File: src/rtl/noc_pkg.sv
// Shared definitions for the on-chip packet network: width helpers,
// the flit layout and the flitizer FSM state type.
package noc_pkg;

  // Address width for a network of nodeCount nodes (at least one bit)
  function automatic int noc_node_w(input int nodeCount);
    return (nodeCount <= 1) ? 1 : $clog2(nodeCount);
  endfunction

  // Number of flits needed to carry a payload, rounding up
  function automatic int noc_flit_count(input int payload, input int flitPayload);
    return (payload + flitPayload - 1) / flitPayload;
  endfunction

  // Width of the flit index field (at least one bit)
  function automatic int noc_idx_w(input int flitCount);
    return (flitCount <= 1) ? 1 : $clog2(flitCount);
  endfunction

  // Total flit width: valid bit, two node addresses, index, data and id
  function automatic int noc_flit_w(input int nodeW, input int idxW,
                                    input int flitPayload, input int idW);
    return 1 + 2 * nodeW + idxW + flitPayload + idW;
  endfunction

  // Network-wide default configuration shared by flitizer and collector
  localparam int NOC_NODE_COUNT   = 8;
  localparam int NOC_ID_W         = 5;
  localparam int NOC_PAYLOAD      = 32;
  localparam int NOC_FLIT_PAYLOAD = 8;
  localparam int NOC_NODE_W       = noc_node_w(NOC_NODE_COUNT);
  localparam int NOC_FLIT_COUNT   = noc_flit_count(NOC_PAYLOAD, NOC_FLIT_PAYLOAD);
  localparam int NOC_IDX_W        = noc_idx_w(NOC_FLIT_COUNT);
  localparam int NOC_FLIT_W       = noc_flit_w(NOC_NODE_W, NOC_IDX_W,
                                               NOC_FLIT_PAYLOAD, NOC_ID_W);

  // Flit layout on the wire, MSB first
  typedef struct packed {
    logic                        valid_bit;
    logic [NOC_NODE_W-1:0]       node_dest;
    logic [NOC_IDX_W-1:0]        byte_index;
    logic [NOC_FLIT_PAYLOAD-1:0] data;
    logic [NOC_ID_W-1:0]         packet_id;
    logic [NOC_NODE_W-1:0]       node_start;
  } noc_flit_t;

  // Flitizer sequencing states
  typedef enum logic [0:0] {
    ST_IDLE = 1'b0,
    ST_SEND = 1'b1
  } flit_state_e;

endpackage

File: src/rtl/noc_sync_fifo.sv
// Parameterized synchronous FIFO with clock enable and full/empty flags.
// Pointers carry one extra wrap bit so full and empty are distinguishable
// without a separate occupancy counter. DEPTH must be a power of two >= 2.
module noc_sync_fifo #(
  parameter int WIDTH = 8,
  parameter int DEPTH = 4
) (
  input  logic             clk,
  input  logic             rst_n,
  input  logic             ce,
  input  logic             wr_en_i,
  input  logic [WIDTH-1:0] wr_data_i,
  input  logic             rd_en_i,
  output logic [WIDTH-1:0] rd_data_o,
  output logic             full_o,
  output logic             empty_o
);

  localparam int AW = $clog2(DEPTH);

  logic [WIDTH-1:0] mem [DEPTH];
  logic [AW:0]      wrPtr_q, wrPtr_d;
  logic [AW:0]      rdPtr_q, rdPtr_d;
  logic             doWrite;
  logic             doRead;

  assign empty_o   = (wrPtr_q == rdPtr_q);
  assign full_o    = (wrPtr_q[AW] != rdPtr_q[AW]) &&
                     (wrPtr_q[AW-1:0] == rdPtr_q[AW-1:0]);
  assign doWrite   = ce & wr_en_i & ~full_o;
  assign doRead    = ce & rd_en_i & ~empty_o;
  assign rd_data_o = mem[rdPtr_q[AW-1:0]];

  // Pointer advance on accepted writes and reads
  always_comb begin
    wrPtr_d = wrPtr_q;
    rdPtr_d = rdPtr_q;
    if (doWrite) wrPtr_d = wrPtr_q + 1'b1;
    if (doRead)  rdPtr_d = rdPtr_q + 1'b1;
  end

  // Pointer registers, cleared to empty on reset
  always_ff @(posedge clk or negedge rst_n) begin
    if (!rst_n) begin
      wrPtr_q <= '0;
      rdPtr_q <= '0;
    end else begin
      wrPtr_q <= wrPtr_d;
      rdPtr_q <= rdPtr_d;
    end
  end

  // Storage array; contents are don't-care until written
  always_ff @(posedge clk) begin
    if (doWrite) mem[wrPtr_q[AW-1:0]] <= wr_data_i;
  end

endmodule

File: src/rtl/packet_flitizer.sv
// Source-side packet serializer for the on-chip network.
// Accepts whole packets, tags each with a rolling id and emits them as a
// sequence of flits, MSB slice first.
// Build option PACKET_FLITIZER_FIFO_EN: adds a FIFO_DEPTH-entry input FIFO
// so packets stream back to back; without it a single packet register is
// used and one idle cycle separates consecutive packets.
module packet_flitizer
  import noc_pkg::*;
#(
  parameter  int NODE_COUNT      = 8,
  parameter  int PACKET_ID_WIDTH = 5,
  parameter  int PAYLOAD         = 32,
  parameter  int FLIT_PAYLOAD    = 8,
  parameter  int FIFO_DEPTH      = 4,
  localparam int NODE_W          = noc_node_w(NODE_COUNT),
  localparam int ID_W            = PACKET_ID_WIDTH,
  localparam int FLIT_COUNT      = noc_flit_count(PAYLOAD, FLIT_PAYLOAD),
  localparam int IDX_W           = noc_idx_w(FLIT_COUNT),
  localparam int FLIT_W          = noc_flit_w(NODE_W, IDX_W, FLIT_PAYLOAD, ID_W)
) (
  input  logic               clk,
  input  logic               rst_n,
  input  logic               ce,
  input  logic [NODE_W-1:0]  node_id,
  input  logic               pkt_valid,
  output logic               pkt_ready,
  input  logic [PAYLOAD-1:0] pkt_data,
  input  logic [NODE_W-1:0]  pkt_dest,
  output logic               flit_valid,
  input  logic               flit_ready,
  output logic [FLIT_W-1:0]  flit_out,
  output logic               busy
);

  // Payload is zero-padded at the LSB end up to a whole number of flits
  localparam int PADDED_W = FLIT_COUNT * FLIT_PAYLOAD;
  localparam int PAD_W    = PADDED_W - PAYLOAD;
  localparam int ENTRY_W  = PAYLOAD + NODE_W + ID_W;

  flit_state_e        state_q, state_d;
  logic [IDX_W-1:0]   idx_q, idx_d;
  logic [PAYLOAD-1:0] curData_q, curData_d;
  logic [NODE_W-1:0]  curDest_q, curDest_d;
  logic [ID_W-1:0]    curId_q, curId_d;
  logic [ID_W-1:0]    idCount_q, idCount_d;

  logic               accept;
  logic               flitHs;
  logic               lastFlit;
  logic               loadPkt;
  logic [PAYLOAD-1:0] nextData;
  logic [NODE_W-1:0]  nextDest;
  logic [ID_W-1:0]    nextId;

  logic [PADDED_W-1:0]     padded;
  logic [PADDED_W-1:0]     shifted;
  logic [FLIT_PAYLOAD-1:0] flitData;

  assign flit_valid = (state_q == ST_SEND);
  assign accept     = pkt_valid & pkt_ready & ce;
  assign flitHs     = flit_valid & flit_ready & ce;
  assign lastFlit   = (idx_q == IDX_W'(FLIT_COUNT - 1));

`ifdef PACKET_FLITIZER_FIFO_EN
  logic               fifoFull;
  logic               fifoEmpty;
  logic               fifoWr;
  logic               fifoRd;
  logic               loadSlot;
  logic               bypass;
  logic [ENTRY_W-1:0] fifoRdData;

  // A new packet may be loaded whenever idle, or as the last flit leaves.
  // Queued packets go first; with an empty queue a packet arriving in the
  // same cycle skips the FIFO so an idle block starts sending next cycle.
  assign pkt_ready = ~fifoFull;
  assign loadSlot  = ce & ((state_q == ST_IDLE) | (flitHs & lastFlit));
  assign bypass    = loadSlot & fifoEmpty & accept;
  assign fifoWr    = accept & ~bypass;
  assign fifoRd    = loadSlot & ~fifoEmpty;
  assign loadPkt   = fifoRd | bypass;
  assign {nextData, nextDest, nextId} =
    fifoEmpty ? {pkt_data, pkt_dest, idCount_q} : fifoRdData;
  assign busy      = flit_valid | ~fifoEmpty;

  noc_sync_fifo #(
    .WIDTH (ENTRY_W),
    .DEPTH (FIFO_DEPTH)
  ) uInFifo (
    .clk       (clk),
    .rst_n     (rst_n),
    .ce        (ce),
    .wr_en_i   (fifoWr),
    .wr_data_i ({pkt_data, pkt_dest, idCount_q}),
    .rd_en_i   (fifoRd),
    .rd_data_o (fifoRdData),
    .full_o    (fifoFull),
    .empty_o   (fifoEmpty)
  );
`else
  // Single packet register: packets are only taken while idle and go
  // straight into the sending registers
  assign pkt_ready = (state_q == ST_IDLE);
  assign loadPkt   = accept;
  assign nextData  = pkt_data;
  assign nextDest  = pkt_dest;
  assign nextId    = idCount_q;
  assign busy      = flit_valid;
`endif

  // Sequencing: load a packet, walk the flit index, chain or go idle
  always_comb begin
    state_d   = state_q;
    idx_d     = idx_q;
    curData_d = curData_q;
    curDest_d = curDest_q;
    curId_d   = curId_q;
    idCount_d = accept ? idCount_q + 1'b1 : idCount_q;
    case (state_q)
      ST_IDLE: begin
        if (loadPkt) begin
          state_d   = ST_SEND;
          idx_d     = '0;
          curData_d = nextData;
          curDest_d = nextDest;
          curId_d   = nextId;
        end
      end
      ST_SEND: begin
        if (flitHs) begin
          if (!lastFlit) begin
            idx_d = idx_q + 1'b1;
          end else if (loadPkt) begin
            idx_d     = '0;
            curData_d = nextData;
            curDest_d = nextDest;
            curId_d   = nextId;
          end else begin
            state_d = ST_IDLE;
          end
        end
      end
      default: state_d = ST_IDLE;
    endcase
  end

  // State registers; reset drops any partial packet and restarts ids at 0
  always_ff @(posedge clk or negedge rst_n) begin
    if (!rst_n) begin
      state_q   <= ST_IDLE;
      idx_q     <= '0;
      curData_q <= '0;
      curDest_q <= '0;
      curId_q   <= '0;
      idCount_q <= '0;
    end else begin
      state_q   <= state_d;
      idx_q     <= idx_d;
      curData_q <= curData_d;
      curDest_q <= curDest_d;
      curId_q   <= curId_d;
      idCount_q <= idCount_d;
    end
  end

  // Flit assembly: select the current slice and pack the header fields;
  // the bus reads all-zero whenever no flit is being offered
  always_comb begin
    padded   = PADDED_W'(curData_q) << PAD_W;
    shifted  = padded << (int'(idx_q) * FLIT_PAYLOAD);
    flitData = shifted[PADDED_W-1 -: FLIT_PAYLOAD];
    flit_out = '0;
    if (flit_valid) begin
      flit_out = {1'b1, curDest_q, idx_q, flitData, curId_q, node_id};
    end
  end

endmodule

File: config.mk
export PLATFORM = sky130hd
export DESIGN_NAME = packet_flitizer
export DESIGN_NICKNAME = d
export VERILOG_FILES = /design/src/rtl/noc_pkg.sv /design/src/rtl/noc_sync_fifo.sv /design/src/rtl/packet_flitizer.sv
export SDC_FILE = /design/constraint.sdc
export NUM_CORES = 1
export LEC_CHECK = 0
export CAP_MARGIN = 20
export CORE_ASPECT_RATIO = 0.75
export CORE_MARGIN = 3
export CORE_UTILIZATION = 40
export DETAILED_ROUTE_END_ITERATION = 7
export PLACE_DENSITY = 0.7
export SLEW_MARGIN = 10
export SYNTH_ARGS = -nofsm -noshare
export SYNTH_HDL_FRONTEND = slang
export SYNTH_SLANG_ARGS = --single-unit
export TNS_END_PERCENT = 20
File: constraint.sdc
create_clock -name clk -period 4.4 [get_ports clk]
set_clock_uncertainty 0.2 [all_clocks]
set_input_delay 0.88 -clock clk [delete_from_list [all_inputs] [get_ports clk]]
set_output_delay 0.88 -clock clk [all_outputs]
set_load 0.05 [all_outputs]
==> impl_metrics.ini, run 1 <==
[worst_setup_path]
worst-setup-path-type = flip-flop to output port
cp_slowest_cell = dfrtp_1
worstPathMaxFanout = 14
crit_family = flip-flops
cp-start-kind = flip-flop
crit_required_ns = 3.32
reg2reg_from = busy$_DFF_PN0_
cp.buffers_inverters = 1
crit_arrival_ns = 2.61
endpoint_kind = output port
max_stage_delay_ns = 0.78
path_cells = mux4_1 > and2_1 > clkdlybuf4s50_1
worst_r2r_path_depth = 4
rr_endpoint = curData_q[11]$_DFFE_PN0P_
r2r_slack_ns = 2.13

[detailed_routing]
highest_layer = met4
ant_nets = 0
drc = 0
wl_met2_um = 2190
vias_per_cell = 4.64
vias = 1737
first_pass_iters = 5
wl_um = 5080
wl_met1_um = 2440
dr_wl_met3_um = 413
drt_iter0_drc = 120
routedWlPerCell_um = 13.6

[synth]
ys_seq_elements = 48
synth_top_family_by_area = simple AND/OR/NAND/NOR gates
synthFlopType = dfrtp_1
ys_warn_count = 0
synthXorXnorAreaFrac_pct = 1.57
synth.area.top_cells = dfrtp_1 54%, nand2_1 21%, mux4_2 6.0%
synth_edf_count = 0
synthArstFlopShare_pct = 100
yosysTopAreaCell = dfrtp_1
synthAdderAreaFrac_pct = 1.68
yosys-mux-area-fraction_pct = 8.83
yosysSeqAreaShare_pct = 53.7
synth-compound-area-share_pct = 0.950
yosysMostFrequentCell = nand2_1
synthSimpleGateAreaFrac_pct = 29.2
synth.top_cell.area_share_pct = 53.7
avgSynthCellArea_um2 = 9.37
synth_cell_types = 23
synth_fp_nets = 285
synthesis.area_um2 = 2240
synth_commonest_cells = 125 x nand2_1, 48 x dfrtp_1, 20 x and2_1
syn-instance-count = 239

[cells_and_area]
area_delta_synth_final_pct = 35.9
final.fill_count = 459
utilization_pct = 59.1
nets = 347
num_antenna_cells = 0
drive_gt1_share_pct = 6.29

[clocking]
cts_tree = yes
cts_num_sinks = 48
cts_root_buf = clkbuf_8
hold_buffers = 0
h-tree-depth = 2
cts.reportedPaths.clkPinSlew_ns = 0.09
worstSkewPairLatency_ns = 0.29
cts-resized-gates = 0
cts_setup_buffers = 0
clockBufferDepth = 2
numCtsBuffers = 5

[floorplanning]
dieArea_um2 = 6540
core_um2 = 5150
dieWidth_um = 92.4
start_util_pct = 43.5
die_height_um = 70.8
rows = 22
io_pins = 68

[power]
ir_worst_vdd_mv = 0.372
p_leak_nw = 1.47
switchingPower_mw = 1.03
p_seq_share_pct = 35.9
clkPwrFrac_pct = 11.8
power_density_nw_per_um2 = 755
p_int_mw = 1.27
power.total_mw = 2.30
comb_power_share_pct = 52.2
switching_share_pct = 44.9

[timing]
fin_setup_tns_ns = 0
rsz0062_at_grt = false
setup_ws_ns = 0.705
slew_headroom_pct = 46.2
max_slew.worst_pin.slew_ns = 0.807
hold_slack_ns = 0.274
max_clock_freq_ghz = 0.271
finalMaxSlewViolations = 0
fin_crit_sh_pct = 84.0
hold_violations = 0
final-setup-viol-count = 0
period_needed_ns = 3.69

[placed_design]
portBuffers = 67
dpl.hpwl_um = 3540
globalplace.congestion = 0.727
dp_slack_ns = 0.995

[worst_hold_path]
min_to = curData_q[23]$_DFFE_PN0P_
min_path_type = flip-flop to flip-flop
hold_depth = 2
min_from = curData_q[23]$_DFFE_PN0P_

[grt]
grt_pass1_wl_um = 8750
grt_max_degree = 49
antenna_found_initial = 0
track_usage_pct = 17.1
gr-total-overflow = 0
grt_pass1_vias = 1813

[run_status]
status = finished, final reports clean

[run]
cap_viol_max_count = 0
==> layer usage <==
layer | GRT usage (%) | vias up
li1 | - | 870
met1 | 23.9 | 802
met2 | 25.9 | 61
met3 | 5.84 | 4
met4 | 4.28 | 0
met5 | 0 | -
==> worst max-delay path by stage <==
| stage | from | endpoint | slack [ns] | cells past startpoint |
|---|---|---|---|---|
| after floorplan | busy$_DFF_PN0_ | flit_out[0] | 1.91 | 2 |
| after global routing | idx_q[0]$_DFFE_PN0P_ | flit_out[14] | 0.60 | 3 |
| after detailed placement | idx_q[0]$_DFFE_PN0P_ | flit_out[14] | 0.99 | 3 |
| after CTS | idx_q[0]$_DFFE_PN0P_ | flit_out[14] | 0.67 | 3 |
| final | idx_q[0]$_DFFE_PN0P_ | flit_out[14] | 0.71 | 3 |
| after global placement | node_id[2] | flit_out[2] | 1.08 | 3 |
==> per-stage QoR <==
stage,cell area (um2),std cells
2_1_floorplan,2240,239
3_3_place_gp,2930,365
3_5_place_dp,2930,365
4_1_cts,3020,373
5_1_grt,3040,374
6_report,3040,374
==> cells in the final DEF (no fill, tap or decap), drive strengths merged, types with 2 or more instances in the layout <==
master / n
nand4: 2
clkinvlp: 2
ha: 3
clkdlybuf4s50: 66
clkbuf: 6
mux4: 8
o21ai: 3
buf: 4
dfrtp: 48
and2: 21
nand2: 125
inv: 2
xnor2: 4
==> cells by family after synthesis <==
kind of cell    after synthesis
simple gates                154
flops                        48
buf+inv                      17
mux                           9
compound gates                4
xor+xnor                      4
fa+ha+maj                     3
==> sequential cells by signal, indices dropped and copies added (netlist names) <==
signal	flops
curData_q	32
idCount_q	5
curDest_q	3
busy	1
idx_q	2
curId_q	5
==> power by group through the flow <==
stage | Sequential (mW) | Combinational (mW) | Clock (mW)
6_report | 0.826 | 1.20 | 0.272
5_1_grt | 0.863 | 1.30 | 0.298
4_1_cts | 0.830 | 1.21 | 0.281
3_5_place_dp | 0.838 | 1.21 | 0
3_3_place_gp | 0.826 | 1.18 | 0
2_1_floorplan | 0.756 | 0.906 | 0
==> area by class of cell <==
class / instances / area, um2 / area share [%]
Multi-Input combinational cell: 174 / 946 / 31.1
Tap cell: 72 / 90.1 / 2.96
Clock inverter: 2 / 15.0 / 0.493
Timing Repair Buffer: 70 / 701 / 23.0
Inverter: 2 / 7.51 / 0.247
Sequential cell: 48 / 1200 / 39.5
Clock buffer: 6 / 82.6 / 2.71
==> tightest hold or removal path: cells and delay by family (launching register included) <==
family | cells | cell delay, ns
AND/OR/NAND/NOR | 2 | 0.11
flip-flops | 1 | 0.34
Note: power is estimated with default switching activity, not from simulation.
==> inputs of run 2 (changes only) <==
- PLACE_DENSITY: 0.7 -> 0.73
- clock period: 4.4 -> 2.95 ns (I/O delays scaled with it)
==> run 2 against run 1 <==
Non-clock buffer count grew 5. First-iteration DRC count grew 25%. Sequential share of layout area grew 0.34 points. Clock power grew 51%. Cell count grew 1.3%. Wire length shrank 1.6%. Worst setup slack lost 0.55 ns. Sequential power grew 45%. Critical path depth shrank 1. Die area is the same. Count of clock-buffer cells in the layout grew 1. Via count grew 1.0%.
==> impl_metrics.ini, run 2 (synthesis results as in run 1) <==
[run]
cap_viol_max_count = 0

[timing]
max_slew.worst_pin.slew_ns = 0.588
max_clock_freq_ghz = 0.358
fin_crit_sh_pct = 94.7
slew_headroom_pct = 60.8
finalMaxSlewViolations = 0
hold_violations = 0
fin_setup_tns_ns = 0
rsz0062_at_grt = false
period_needed_ns = 2.79
final-setup-viol-count = 0

[detailed_routing]
first_pass_iters = 4
wl_um = 5000
ant_nets = 0
routedWlPerCell_um = 13.2
vias = 1755
vias_per_cell = 4.63
drc = 0
drt_iter0_drc = 150

[clocking]
worstSkewPairLatency_ns = 0.30
h-tree-depth = 2
clockBufferDepth = 2
numCtsBuffers = 5
cts_setup_buffers = 0
cts_num_sinks = 48
cts.reportedPaths.clkPinSlew_ns = 0.09
cts_tree = yes
cts_root_buf = clkbuf_8

[power]
ir_worst_vdd_mv = 0.565
power_density_nw_per_um2 = 1130
p_leak_nw = 1.51

[placed_design]
portBuffers = 67
dp_cells = 371
globalplace.congestion = 0.756
dpl.hpwl_um = 3590

[worst_setup_path]
worstPathMaxFanout = 17
cp-start-kind = flip-flop
reg2reg_from = busy$_DFF_PN0_
worstSetupStartpoint = busy$_DFF_PN0_
crit_arrival_ns = 2.00
endpoint_kind = output port
crit_required_ns = 2.16
worst-setup-path-type = flip-flop to output port

[grt]
grt_pass1_vias = 1751
track_usage_pct = 15.9
antenna_found_initial = 0
grt_pass1_wl_um = 8360
gr-total-overflow = 0
grt_max_degree = 49

[floorplanning]
die_height_um = 70.8
start_util_pct = 43.5
core_um2 = 5150
rows = 22
dieArea_um2 = 6540
io_pins = 68
dieWidth_um = 92.4

[cells_and_area]
final_cell_mix = 125 x nand2_1, 48 x clkdlybuf4s50_1, 47 x dfrtp_1
layout_commonest_cell = nand2_1
num_antenna_cells = 0
regMostFlops = curData_q
fin_cells = 379
largest_reg_flops = 32
area_delta_synth_final_pct = 34.9
nets = 352
drive_gt1_share_pct = 13.7
biggestRegsByFlops = curData_q x32, curId_q x5, idCount_q x5

[run_status]
status = finished, final reports clean

[worst_hold_path]
min_path_type = input pin to asynchronous set/reset pin
==> run 2: changes by cell type in the layout (fill, tap and decap cells not counted) <==
cell | before | now
buf_12 | 1 | 0
dfrtp_2 | 0 | 1
clkinvlp_4 | 2 | 1
clkdlybuf4s50_1 | 66 | 48
dfrtp_1 | 48 | 47
buf_4 | 2 | 26
clkbuf_1 | 0 | 1
==> run 2: worst max-delay path, stage by stage, from the launching register on <==
cell	delay [ns]
dfrtp_1	0.69
and2_1	0.22
clkdlybuf4s50_1	0.80
==> run 2: layout make-up <==
type                            count  area [um2]
Sequential cell                    48        1200
Clock buffer                        7        86.3
Inverter                            2        7.51
Tap cell                           72        90.1
Multi-Input combinational cell    174         946
Fill cell                         471        2130
Clock inverter                      1        7.51
Timing Repair Buffer               75         681
==> run 2: through the flow <==
stage | hold WS, ns | area (um2) | worst slack, ns | power, mW | utilization [%]
3_3_place_gp | 0.250 | 2930 | 0.395 | 2.98 | 56.8
3_5_place_dp | 0.255 | 2930 | 0.378 | 3.04 | 56.8
6_report | 0.172 | 3020 | 0.158 | 3.41 | 58.7
4_1_cts | 0.189 | 3020 | 0.0181 | 3.45 | 58.7
2_1_floorplan | 0.0944 | 2240 | 0.755 | 2.48 | -
5_1_grt | 0.222 | 3020 | 0.0803 | 3.64 | 58.7
==> run 2: worst paths after layout <==
kind / end / slack [ns] / cells after the start
hold / removal: curDest_q[2]$_DFFE_PN0P_ / 0.17 / 2
hold reg to reg: curId_q[4]$_DFFE_PN0P_ / 0.27 / 2
max in group asynchronous: idx_q[0]$_DFFE_PN0P_ / 1.95 / 2
min in group clk: curId_q[4]$_DFFE_PN0P_ / 0.27 / 2
setup / recovery: flit_out[17] / 0.16 / 2
setup reg to reg: idx_q[1]$_DFFE_PN0P_ / 0.80 / 5
==> run 2: metal layers <==
metal  wire length (um)  track usage [%]  up-vias
li1                   -                -      881
met1               2340             22.4      805
met2               2170             23.7       67
met3                468             5.63        2
met4                 23             3.95        0
met5                  0                0        -
==> run 2: report_power, final <==
group | internal (mW) | total [mW] | switching, mW
Clock | 0.191 | 0.411 | 0.220
Sequential | 0.962 | 1.20 | 0.233
Combinational | 0.717 | 1.81 | 1.09
Total | 1.87 | 3.41 | 1.54
==> run 2: repair_timing <==
item	CTS	global route
hold endpoints to repair	0	0
endpoints found under the setup margin	0	2
hold buffers	0	0
resized for setup	0	1
==> inputs of run 3 (changes only) <==
- PLACE_DENSITY: 0.73 -> unset
- PLACE_DENSITY_LB_ADDON: unset -> 0.1
==> run 3 against run 2 <==
Clock power rose by 39%. Core utilization grew 0.29 points. Sequential share of layout area shrank 0.20 points. Register-to-register slack better by 0.56 ns. Cell area grew 0.50%. Worst setup slack gained 0.12 ns. Die area unchanged. Largest cell class unchanged. Highest routed layer unchanged.
==> impl_metrics.ini, run 3 (synthesis results as in run 1) <==
[run_status]
status = finished, final reports clean

[power]
ir_worst_vdd_mv = 0.794
p_leak_nw = 1.53
power_density_nw_per_um2 = 1160

[cells_and_area]
utilization_pct = 59.0
layout_commonest_cell = nand2_1
biggestRegsByFlops = curData_q x32, curId_q x5, idCount_q x5
largest_reg_flops = 32
regMostFlops = curData_q
nets = 349
final_cell_mix = 125 x nand2_1, 47 x dfrtp_1, 45 x clkdlybuf4s50_1
num_antenna_cells = 0
drive_gt1_share_pct = 14.5
area_delta_synth_final_pct = 35.6

[clocking]
clockBufferDepth = 2
hold_buffers = 0
cts-resized-gates = 0
h-tree-depth = 2
cts_num_sinks = 48
cts_setup_buffers = 0
cts_tree = yes
numCtsBuffers = 5
cts.reportedPaths.clkPinSlew_ns = 0.09
cts_root_buf = clkbuf_8
worstSkewPairLatency_ns = 0.30

[floorplanning]
dieArea_um2 = 6540
die_height_um = 70.8
start_util_pct = 43.5
rows = 22
dieWidth_um = 92.4
io_pins = 68
core_um2 = 5150

[detailed_routing]
wl_um = 4810
vias_per_cell = 4.63
drc = 0
drt_iter0_drc = 88
routedWlPerCell_um = 12.8
ant_nets = 0
vias = 1739
first_pass_iters = 4

[grt]
antenna_found_initial = 0
grt_pass1_vias = 1774
grt_max_degree = 45
track_usage_pct = 15.8
gr-total-overflow = 0
grt_pass1_wl_um = 8300

[worst_setup_path]
worst_r2r_path_depth = 4
crit_arrival_ns = 1.89
crit_required_ns = 2.16
r2r_slack_ns = 1.36
reg2reg_from = busy$_DFF_PN0_
rr_endpoint = curData_q[6]$_DFFE_PN0P_
worstPathMaxFanout = 14
worst-setup-path-type = flip-flop to output port
cp-start-kind = flip-flop
endpoint_kind = output port

[run]
cap_viol_max_count = 0

[timing]
hold_violations = 0
max_clock_freq_ghz = 0.374
period_needed_ns = 2.68
slew_headroom_pct = 60.2
finalMaxSlewViolations = 0
fin_setup_tns_ns = 0
rsz0062_at_grt = false
fin_crit_sh_pct = 90.7
final-setup-viol-count = 0
max_slew.worst_pin.slew_ns = 0.597

[placed_design]
globalplace.congestion = 0.730
portBuffers = 67
dpl.hpwl_um = 3350

[worst_hold_path]
min_path_type = input pin to asynchronous set/reset pin
==> run 3: cell count changes in the layout (fill, tap and decap cells not counted), sizes merged <==
cell           previous run  this run
clkdlybuf4s50            48        45
bufinv                    0         2
clkbuf                    7         5
clkinvlp                  1         0
inv                       2         3
==> run 3: area by class of cell <==
class	count	area (um2)
clock inverters	3	68.8
flip-flops and latches	48	1200
clock buffers	5	68.8
inverters	2	7.51
fillers	454	2110
well taps	72	90.1
multi-input cells	174	947
repair buffers	72	651
==> run 3: metrics by stage <==
stage	instances	setup slack, ns	power [mW]	hold WS (ns)	instance area, um2
2_1_floorplan	239	0.755	2.48	0.0944	2240
3_3_place_gp	368	0.389	2.96	0.249	2900
3_5_place_dp	368	0.360	2.99	0.257	2900
4_1_cts	376	0.0248	3.56	0.0914	3030
5_1_grt	376	0.172	3.75	0.108	3040
6_report	376	0.273	3.53	0.0768	3040
==> run 3: report_power, final <==
group	total [mW]	internal (mW)	leakage, nW	switching [mW]
clock	0.572	0.341	0.0687	0.231
sequential	1.19	0.961	0.602	0.229
combinational	1.76	0.693	0.858	1.07
total	3.53	2.00	1.53	1.53
==> run 3: metal layers <==
layer / up-vias / share of wire, % / track usage [%]
li1: 876 / - / -
met1: 806 / 48 / 22.3
met2: 53 / 44 / 23.8
met3: 4 / 7.2 / 5.84
met4: 0 / 0.77 / 2.97
met5: - / 0 / 0
==> run 3: critical path, cell delays in order, from the launching register on <==
cell     delay, ns
dfrtp_2       0.61
mux4_1        0.62
and2_1        0.18
buf_4         0.18
==> run 3: how the worst max path moves through the flow <==
stage / end / start / cells past startpoint / slack [ns]
floorplan: flit_out[0] / busy$_DFF_PN0_ / 2 / 0.75
global placement: flit_out[14] / idx_q[0]$_DFFE_PN0P_ / 3 / 0.39
detailed placement: flit_out[14] / idx_q[0]$_DFFE_PN0P_ / 3 / 0.36
CTS: flit_out[14] / idx_q[0]$_DFFE_PN0P_ / 3 / 0.02
global route: flit_out[14] / idx_q[0]$_DFFE_PN0P_ / 3 / 0.17
finish: flit_out[14] / idx_q[0]$_DFFE_PN0P_ / 3 / 0.27
